[src/rtl/bcd_pkg.sv]
// Shared BCD datapath definitions: digit type, sequencer states and radix constants.
// The FIX state is only present when BCD_SUB_RECOMP_EN is defined.
package bcd_pkg;

  localparam int unsigned BCD_DIGIT_W   = 4;
  localparam int unsigned BCD_MAX_DIGIT = 9;
  localparam int unsigned BCD_RADIX     = 10;

  typedef logic [BCD_DIGIT_W-1:0] bcd_digit_t;

  typedef enum logic [1:0] {
    IDLE = 2'd0,
    SUB  = 2'd1,
`ifdef BCD_SUB_RECOMP_EN
    FIX  = 2'd2,
`endif
    DONE = 2'd3
  } bcd_state_t;

  // True when the 4-bit code is a legal decimal digit.
  function automatic logic digit_valid(input bcd_digit_t d);
    return d <= BCD_DIGIT_W'(BCD_MAX_DIGIT);
  endfunction

  // 9's complement of a legal digit.
  function automatic bcd_digit_t nines_comp(input bcd_digit_t d);
    return BCD_DIGIT_W'(BCD_MAX_DIGIT) - d;
  endfunction

endpackage

[src/rtl/bcd_digit_add.sv]
// Single-digit BCD adder with decimal correction: sum = (x + y + cin) mod 10.
module bcd_digit_add
  import bcd_pkg::*;
(
  input  bcd_digit_t x,
  input  bcd_digit_t y,
  input  logic       cin,
  output bcd_digit_t sum,
  output logic       cout
);

  localparam int unsigned SUM_W = 5;

  logic [SUM_W-1:0] raw;

  // Binary sum (max 19) folded back into 0..9 with a carry out.
  always_comb begin
    raw  = SUM_W'(x) + SUM_W'(y) + SUM_W'(cin);
    sum  = BCD_DIGIT_W'(raw);
    cout = 1'b0;
    if (raw > SUM_W'(BCD_MAX_DIGIT)) begin
      sum  = BCD_DIGIT_W'(raw - SUM_W'(BCD_RADIX));
      cout = 1'b1;
    end
  end

endmodule

[src/rtl/bcd_sub_seq.sv]
// Digit-serial N-digit BCD subtractor, A - B via 9's complement plus one,
// one digit per clock, least significant digit first.
// Optional macro BCD_SUB_RECOMP_EN: recomplement negative results to magnitude.
module bcd_sub_seq
  import bcd_pkg::*;
#(
  parameter int unsigned N_DIGITS = 4
) (
  input  logic                  clk,
  input  logic                  rst,
  input  logic                  start,
  input  logic [4*N_DIGITS-1:0] a,
  input  logic [4*N_DIGITS-1:0] b,
  output logic                  busy,
  output logic                  done,
  output logic [4*N_DIGITS-1:0] diff,
  output logic                  neg,
  output logic                  err
);

  localparam int unsigned W     = 4 * N_DIGITS;
  localparam int unsigned IDX_W = (N_DIGITS > 1) ? $clog2(N_DIGITS) : 1;

  bcd_state_t       state;
  logic [IDX_W-1:0] idx;
  logic             c;
  logic [W-1:0]     a_sr;
  logic [W-1:0]     b_sr;

  logic             operand_bad;
  logic             last_digit;
  bcd_digit_t       add_x;
  bcd_digit_t       add_y;
  bcd_digit_t       add_sum;
  logic             add_cout;

  // Flag any non-decimal digit in either incoming operand.
  always_comb begin
    operand_bad = 1'b0;
    for (int unsigned i = 0; i < N_DIGITS; i++) begin
      if (!digit_valid(a[4*i +: 4]) || !digit_valid(b[4*i +: 4])) begin
        operand_bad = 1'b1;
      end
    end
  end

  assign last_digit = (idx == IDX_W'(N_DIGITS - 1));

  // Select adder operands: subtract step, or recomplement of the stored result.
  always_comb begin
    add_x = a_sr[3:0];
    add_y = nines_comp(b_sr[3:0]);
`ifdef BCD_SUB_RECOMP_EN
    if (state == FIX) begin
      add_x = nines_comp(diff[3:0]);
      add_y = '0;
    end
`endif
  end

  bcd_digit_add u_digit_add (
    .x    (add_x),
    .y    (add_y),
    .cin  (c),
    .sum  (add_sum),
    .cout (add_cout)
  );

  // Sequencer: capture, digit-serial subtract, optional recomplement, done pulse.
  always_ff @(posedge clk or posedge rst) begin
    if (rst) begin
      state <= IDLE;
      busy  <= 1'b0;
      done  <= 1'b0;
      diff  <= '0;
      neg   <= 1'b0;
      err   <= 1'b0;
      c     <= 1'b0;
      idx   <= '0;
      a_sr  <= '0;
      b_sr  <= '0;
    end else begin
      done <= 1'b0;
      unique case (state)
        IDLE: begin
          if (start) begin
            a_sr <= a;
            b_sr <= b;
            diff <= '0;
            neg  <= 1'b0;
            err  <= 1'b0;
            idx  <= '0;
            c    <= 1'b1;
            if (operand_bad) begin
              err   <= 1'b1;
              done  <= 1'b1;
              state <= DONE;
            end else begin
              busy  <= 1'b1;
              state <= SUB;
            end
          end
        end

        SUB: begin
          diff <= (diff >> 4) | (W'(add_sum) << (W - 4));
          a_sr <= a_sr >> 4;
          b_sr <= b_sr >> 4;
          c    <= add_cout;
          if (last_digit) begin
            idx <= '0;
            if (add_cout) begin
              busy  <= 1'b0;
              done  <= 1'b1;
              state <= DONE;
            end else begin
              neg <= 1'b1;
`ifdef BCD_SUB_RECOMP_EN
              c     <= 1'b1;
              state <= FIX;
`else
              busy  <= 1'b0;
              done  <= 1'b1;
              state <= DONE;
`endif
            end
          end else begin
            idx <= idx + IDX_W'(1);
          end
        end

`ifdef BCD_SUB_RECOMP_EN
        FIX: begin
          diff <= (diff >> 4) | (W'(add_sum) << (W - 4));
          c    <= add_cout;
          if (last_digit) begin
            idx   <= '0;
            busy  <= 1'b0;
            done  <= 1'b1;
            state <= DONE;
          end else begin
            idx <= idx + IDX_W'(1);
          end
        end
`endif

        DONE: begin
          state <= IDLE;
        end

        default: begin
          state <= IDLE;
          busy  <= 1'b0;
        end
      endcase
    end
  end

endmodule

[config.mk]
export PLATFORM = sky130hd
export DESIGN_NAME = bcd_sub_seq
export DESIGN_NICKNAME = d
export VERILOG_FILES = /design/src/rtl/bcd_pkg.sv /design/src/rtl/bcd_digit_add.sv /design/src/rtl/bcd_sub_seq.sv
export SDC_FILE = /design/constraint.sdc
export NUM_CORES = 1
export LEC_CHECK = 0
export BUFFER_PORTS_ARGS = -buffer_cell sky130_fd_sc_hd__buf_2
export CAP_MARGIN = 30
export CELL_PAD_IN_SITES_DETAIL_PLACEMENT = 0
export CELL_PAD_IN_SITES_GLOBAL_PLACEMENT = 1
export CORE_MARGIN = 3
export CORE_UTILIZATION = 43
export DETAILED_ROUTE_END_ITERATION = 6
export GPL_TIMING_DRIVEN = 0
export PLACE_DENSITY_LB_ADDON = 0.1
export SLEW_MARGIN = 10
export SYNTH_ARGS = -nofsm -noshare
export SYNTH_HDL_FRONTEND = slang
export SYNTH_SLANG_ARGS = --single-unit
[constraint.sdc]
create_clock -name clk -period 6.8 [get_ports clk]
set_input_delay 0.34 -clock clk [delete_from_list [all_inputs] [get_ports clk]]
set_output_delay 0.34 -clock clk [all_outputs]
set_load 0.01 [all_outputs]
==> qor.csv, run 1 <==
stage,metric,value,unit
status,status,completed,
detailed_routing,Antenna Violating Nets Remaining,0,
placed_design,DP Cell Count,369,
setup_path,CP max-delay cell,fa_1,
global_route,first-pass GRT wire length,10840,µm
timing,max-slew violations,0,
global_route,number of global-route vias before repair,2197,
logic_synthesis,syn_nets,286,
placed_design,PortBufs,54,
timing,fin crit share,0.4315,
timing,"Hold Violations, Final",0,
logic_synthesis,Seq cells post-synth,57,
detailed_routing,Routed WL,6278,µm
detailed_routing,Iter 0 DRT Violations,82,
logic_synthesis,Synth top area share,0.5380,
setup_path,crit path launch type,flip-flop,
placed_design,DPL Wire Length,4618,µm
cells_and_area,register area,0.001426,mm²
clocking,# resized after CTS,0,
global_route,largest net degree at the start of global routing,32,
logic_synthesis,post-synth cell types,31,
floorplan,std cell rows,27,
cells_and_area,"Cell Count, Final, Fillers Out",385,
logic_synthesis,largest cells by area after synthesis,"dfrtp_1 54%, mux2i_1 9.4%, a22o_1 7.3%",
setup_path,critical path arrival,3160,ps
cells_and_area,footprint of the multi-input gates,0.001126,mm²
timing,worst rel slew slack,0.6000,
timing,setup TNS,0,ps
logic_synthesis,"Async S/R FF share, synth",1.000,
clocking,# H-tree levels,3,
timing,Final min period,2934,ps
pwr,Cell Pwr Density,595.9,mW/mm²
logic_synthesis,post-synthesis sequential area ratio,0.5380,
clocking,clock latency on the worst-skew pair,340,ps
cells_and_area,Area Overhead vs Synth,21.71,%
logic_synthesis,Synth area leader,dfrtp_1,
timing,RSZ-0062 raised after global routing,false,
clocking,CTS Buf Count,9,
cells_and_area,Layout Utilization,0.5619,
timing,worst slew pin tran,599.1,ps
logic_synthesis,Mean Syn Cell Area,10.96,µm²
detailed_routing,total iterations of the first detailed-routing run,4,
logic_synthesis,yosys warns,0,
setup_path,Setup crit end kind,flip-flop,
setup_path,worst path buffer plus inverter count,1,
logic_synthesis,cell with the most instances after synthesis,dfrtp_1,
clocking,post-CTS setup repair buffer count,0,
timing,final hold slack,64.68,ps
setup_path,Crit path max-delay family,adder cells,
pwr,Lkg Pwr,1.613,nW
pwr,Peak VDD IR,0.0002689,V
setup_path,crit path kind,reg -> reg,
cells_and_area,Final #Nets,352,
job,Max-Cap Viols,0,
floorplan,total core area,0.005743,mm²
cells_and_area,final antenna diode count,0,
clocking,CTS Hold Buffers Added,0,
setup_path,Worst EP required,7030,ps
global_route,initial antenna violation count,0,
detailed_routing,vias per std cell,5.338,
timing,final setup vio count,0,
setup_path,Worst path max stage delay,450,ps
logic_synthesis,top_reg_cell synth,dfrtp_1,
detailed_routing,DRC viols,0,
placed_design,GPL Wtd Cong,0.7919,
logic_synthesis,Synth Instances,242,
setup_path,crit path max fanout,5,
clocking,# clock sinks,57,
worst_hold_path,Hold Crit Class,in -> async,
setup_path,cell breakdown of the critical path,"inv_1, fa_1, fa_1, xor2_1, ha_1, nand2b_1, a32o_2, o311ai_4, mux2i_1, nand2_1",
timing,final clock skew,7.030,ps
floorplan,height of the die,84.52,µm
detailed_routing,WL per Instance,16.31,µm
cells_and_area,share of layout cells above drive strength 1,0.2492,
floorplan,die width,84.52,µm
clocking,CTS root buf,clkbuf_8,
detailed_routing,vias post-DR,2055,
global_route,grt ovf,0,
global_route,gr usage total,0.1977,
logic_synthesis,most frequent cells after synthesis,"57 x dfrtp_1, 34 x o21ai_0, 29 x nand2_1, 25 x mux2i_1, 22 x a22o_1",
floorplan,# IOs,55,
logic_synthesis,Post-synth EDFFs,0,
clocking,Clock Path Buffers,2,
floorplan,Starting Density,0.4617,
cells_and_area,FILL cells,540,
timing,fmax,0.3408,GHz
clocking,CTS tree,yes,
floorplan,Die Footprint,0.007144,mm²
logic_synthesis,area of the mapped netlist,0.002651,mm²
clocking,"Reg clk slew, reported paths",70,ps
setup_path,Worst path most repeated cell,fa_1,
==> logic make-up after synthesis <==
family,count (synthesis),share of synthesized area
xor gates and xnor gates,3,0.009912
buffers and inverters,25,0.03728
muxes,25,0.09438
adders and majority gates,9,0.04814
DFF,57,0.5380
and+or+nand+nor,51,0.08825
AOI/OAI and AO/OA,72,0.1840
==> flip-flops by register name, summed over array words and instances (netlist names) <==
register / cells
err: 1
c: 1
a_sr: 16
diff: 16
done: 1
state: 2
neg: 1
b_sr: 16
busy: 1
idx: 2
==> cells in the final DEF, fill, tap and decap left out, types with 4 or more instances in the layout <==
cell type / synthesis / final
ha_1: 7 / 7
nand2_1: 29 / 29
buf_2: 4 / 58
clkbuf_1: 7 / 7
a22o_1: 22 / 22
o21ai_0: 34 / 34
a21oi_1: 8 / 8
dfrtp_1: 57 / 57
clkbuf_8: 0 / 10
nor2b_1: 4 / 4
inv_1: 10 / 9
mux2i_1: 25 / 25
nor2_1: 8 / 8
clkinv_2: 0 / 4
buf_1: 4 / 4
==> final timing paths <==
check | cells past startpoint | to | slack, ps | from
worst max-delay path | 10 | diff[14] | 3870 | c
worst min-delay path | 2 | state[0] | 60 | rst
worst max register to register | 10 | diff[14] | 3870 | c
worst min register to register | 2 | b_sr[7] | 480 | b_sr[7]
max in group asynchronous | 3 | b_sr[7] | 6160 | rst
min in group clk | 2 | a_sr[12] | 220 | a[12]
==> area by class of cell <==
class                           instances  area share
Sequential cell                        57      0.4420
Clock buffer                           10     0.04265
Clock inverter                          6     0.01784
Inverter                               10     0.01163
Buffer                                 15     0.01900
Timing Repair Buffer                   55     0.08996
Tap cell                               72     0.02792
Multi-Input combinational cell        160      0.3490
==> metal layers <==
layer	track usage	up-vias	share of wire
met5	0	-	0
met4	0.07338	0	0.013
met2	0.3117	47	0.47
li1	-	999	-
met3	0.05986	8	0.047
met1	0.2572	1001	0.47
==> where the power goes <==
group          switching [mW]  total [mW]  internal, mW  leakage, nW
clock network           0.144       0.320         0.176        0.102
logic                   0.574        1.02         0.450        0.785
registers              0.0883       0.579         0.490        0.727
==> metrics by stage <==
step	setup slack [ps]	area (µm²)	power (mW)
after global placement	3830	3012	1.597
after CTS	3822	3227	1.948
final	3866	3227	1.923
after global routing	3677	3227	2.096
after floorplan	4191	2651	1.342
after detailed placement	3840	3032	1.624
Note: power is estimated with default switching activity, not from simulation.
==> run 2, diff against run 1 <==
Settings changed: CORE_UTILIZATION 43 to 38.
Clock period 6.8 ns to 2.6 ns, I/O delays scaled along.
==> qor.csv, run 2 (synthesized netlist as in run 1, its figures left out) <==
stage,metric,value,unit
pwr,Cell Pwr Density,1624,mW/mm²
clocking,# clock sinks,57,
cells_and_area,Area Overhead vs Synth,26.95,%
timing,final clock skew,7.858,ps
setup_path,critical path arrival,2860,ps
setup_path,Worst R2R Start,c,
clocking,"Reg clk slew, reported paths",70,ps
setup_path,crit path launch type,flip-flop,
floorplan,total core area,0.006568,mm²
global_route,number of global-route vias before repair,2133,
setup_path,Worst R2R End,diff[14],
clocking,CTS tree,yes,
placed_design,GPL Wtd Cong,0.7627,
detailed_routing,WL per Instance,15.57,µm
setup_path,cell breakdown of the critical path,"inv_1, fa_2, fa_2, ha_1, nand2b_1, a32o_2, o311ai_4, mux2i_1, nand2_1",
job,Max-Cap Viols,0,
timing,RSZ-0062 raised after global routing,true,
timing,worst slew pin tran,595.1,ps
timing,worst rel slew slack,0.6032,
placed_design,DPL Wire Length,4684,µm
cells_and_area,share of layout cells above drive strength 1,0.2696,
detailed_routing,Routed WL,6416,µm
global_route,gr usage total,0.1782,
clocking,Clock Path Buffers,2,
timing,final hold slack,18.55,ps
timing,setup TNS,-104.4,ps
setup_path,crit path kind,reg -> reg,
setup_path,Setup crit end kind,flip-flop,
timing,"Hold Violations, Final",0,
global_route,largest net degree at the start of global routing,33,
timing,Final min period,2647,ps
floorplan,Starting Density,0.4037,
timing,final setup vio count,4,
setup_path,worst reg2reg path depth,9,
cells_and_area,FILL cells,624,
cells_and_area,"most common cell after layout, fill and taps aside",buf_2,
worst_hold_path,min-delay src,a[12],
setup_path,Worst EP required,2820,ps
clocking,# H-tree levels,3,
cells_and_area,Layout Utilization,0.5125,
status,failing checks,negative setup slack,
floorplan,height of the die,89.53,µm
detailed_routing,Antenna Violating Nets Remaining,0,
setup_path,Worst path max stage delay,610,ps
worst_hold_path,Hold Crit Class,in -> reg,
status,status,finished with violations,
timing,fin crit share,1.018,
floorplan,Die Footprint,0.008016,mm²
setup_path,Worst path most repeated cell,fa_2,
clocking,clock latency on the worst-skew pair,330,ps
pwr,Lkg Pwr,1.656,nW
floorplan,die width,89.53,µm
cells_and_area,final antenna diode count,0,
detailed_routing,total iterations of the first detailed-routing run,4,
global_route,grt ovf,0,
pwr,Peak VDD IR,0.0005327,V
cells_and_area,register area,0.001426,mm²
global_route,initial antenna violation count,0,
detailed_routing,vias per std cell,4.988,
detailed_routing,vias post-DR,2055,
placed_design,PortBufs,54,
detailed_routing,Iter 0 DRT Violations,73,
worst_hold_path,hold endpoint,a_sr[12],
clocking,CTS Buf Count,9,
setup_path,worst reg-to-reg setup slack,-50,ps
cells_and_area,"commonest non-fill, non-tap cells in the layout","58 x buf_2, 57 x dfrtp_1, 34 x o21ai_0, 29 x nand2_1, 25 x mux2i_1",
placed_design,DP Cell Count,390,
floorplan,# IOs,55,
timing,fmax,0.3778,GHz
timing,fin worst setup slack,-46.95,ps
cells_and_area,"Cell Count, Final, Fillers Out",412,
setup_path,Crit path max-delay family,adder cells,
floorplan,std cell rows,29,
detailed_routing,DRC viols,0,
worst_hold_path,worst hold path depth,2,
global_route,first-pass GRT wire length,10460,µm
cells_and_area,footprint of the multi-input gates,0.001162,mm²
cells_and_area,Final #Nets,359,
setup_path,CP max-delay cell,fa_2,
clocking,CTS root buf,clkbuf_8,
timing,max-slew violations,0,
setup_path,worst path buffer plus inverter count,1,
cells_and_area,biggest regs,"a_sr: 16 flops, b_sr: 16 flops, diff: 16 flops",
setup_path,crit path max fanout,5,
## run 2: worst max path at each step
stage,slack [ps],endpoint,cells after the start,start
2_1_floorplan,50,diff[14],10,c
3_3_place_gp,-280,diff[14],10,c
3_5_place_dp,-280,diff[14],10,a_sr[0]
4_1_cts,-240,diff[14],10,a_sr[0]
5_1_grt,-170,diff[14],10,c
6_report,-50,diff[14],9,c
## run 2: worst reg2reg max path: stages, from the launching register on
cell and delay [ps]:
dfrtp_1 320, inv_1 70, fa_2 400, fa_2 610
ha_1 160, nand2b_1 60, a32o_2 230, o311ai_4 340
mux2i_1 270, nand2_1 70
## run 2: where the power goes
part | switching (mW) | total [mW] | internal, mW | leakage (nW)
clock network | 0.331 | 0.871 | 0.540 | 0.112
logic | 1.61 | 3.08 | 1.47 | 0.818
registers | 0.230 | 1.51 | 1.28 | 0.727
total | 2.18 | 5.47 | 3.29 | 1.66
## run 2: area by class of cell
| cell class | instances | share of cell area |
|---|---|---|
| inverters | 10 | 0.01115 |
| clock inverters | 2 | 0.01041 |
| flip-flops and latches | 57 | 0.4238 |
| clock buffers | 13 | 0.05316 |
| well taps | 93 | 0.03457 |
| multi-input cells | 160 | 0.3454 |
| plain buffers | 15 | 0.01822 |
| repair buffers | 62 | 0.1033 |
## run 2: per-stage QoR
step,setup WS [ps],area (µm²),power (mW)
5_1_grt,-174.5,3366,5.970
6_report,-46.95,3366,5.467
2_1_floorplan,54.75,2659,3.538
4_1_cts,-238.4,3334,5.443
3_3_place_gp,-283.7,3045,4.249
3_5_place_dp,-280.0,3065,4.294
## run 2: timing repair
action | 4_1_cts | 5_1_grt
pin swaps | 3 | 4
resized for setup | 2 | 3
hold buffers | 2 | 0
gates cloned | 0 | 0
setup endpoints to repair | 4 | 4
hold endpoints to repair | 26 | 0
buffers inserted | 4 | 1
## run 2: per-layer routing
layer	track usage	wire length (µm)	up-vias	share of wire
li1	-	-	1003	-
met1	0.2291	3004	987	0.47
met2	0.2800	2972	55	0.46
met3	0.05714	324	10	0.050
met4	0.06901	114	0	0.018
met5	0	0	-	0
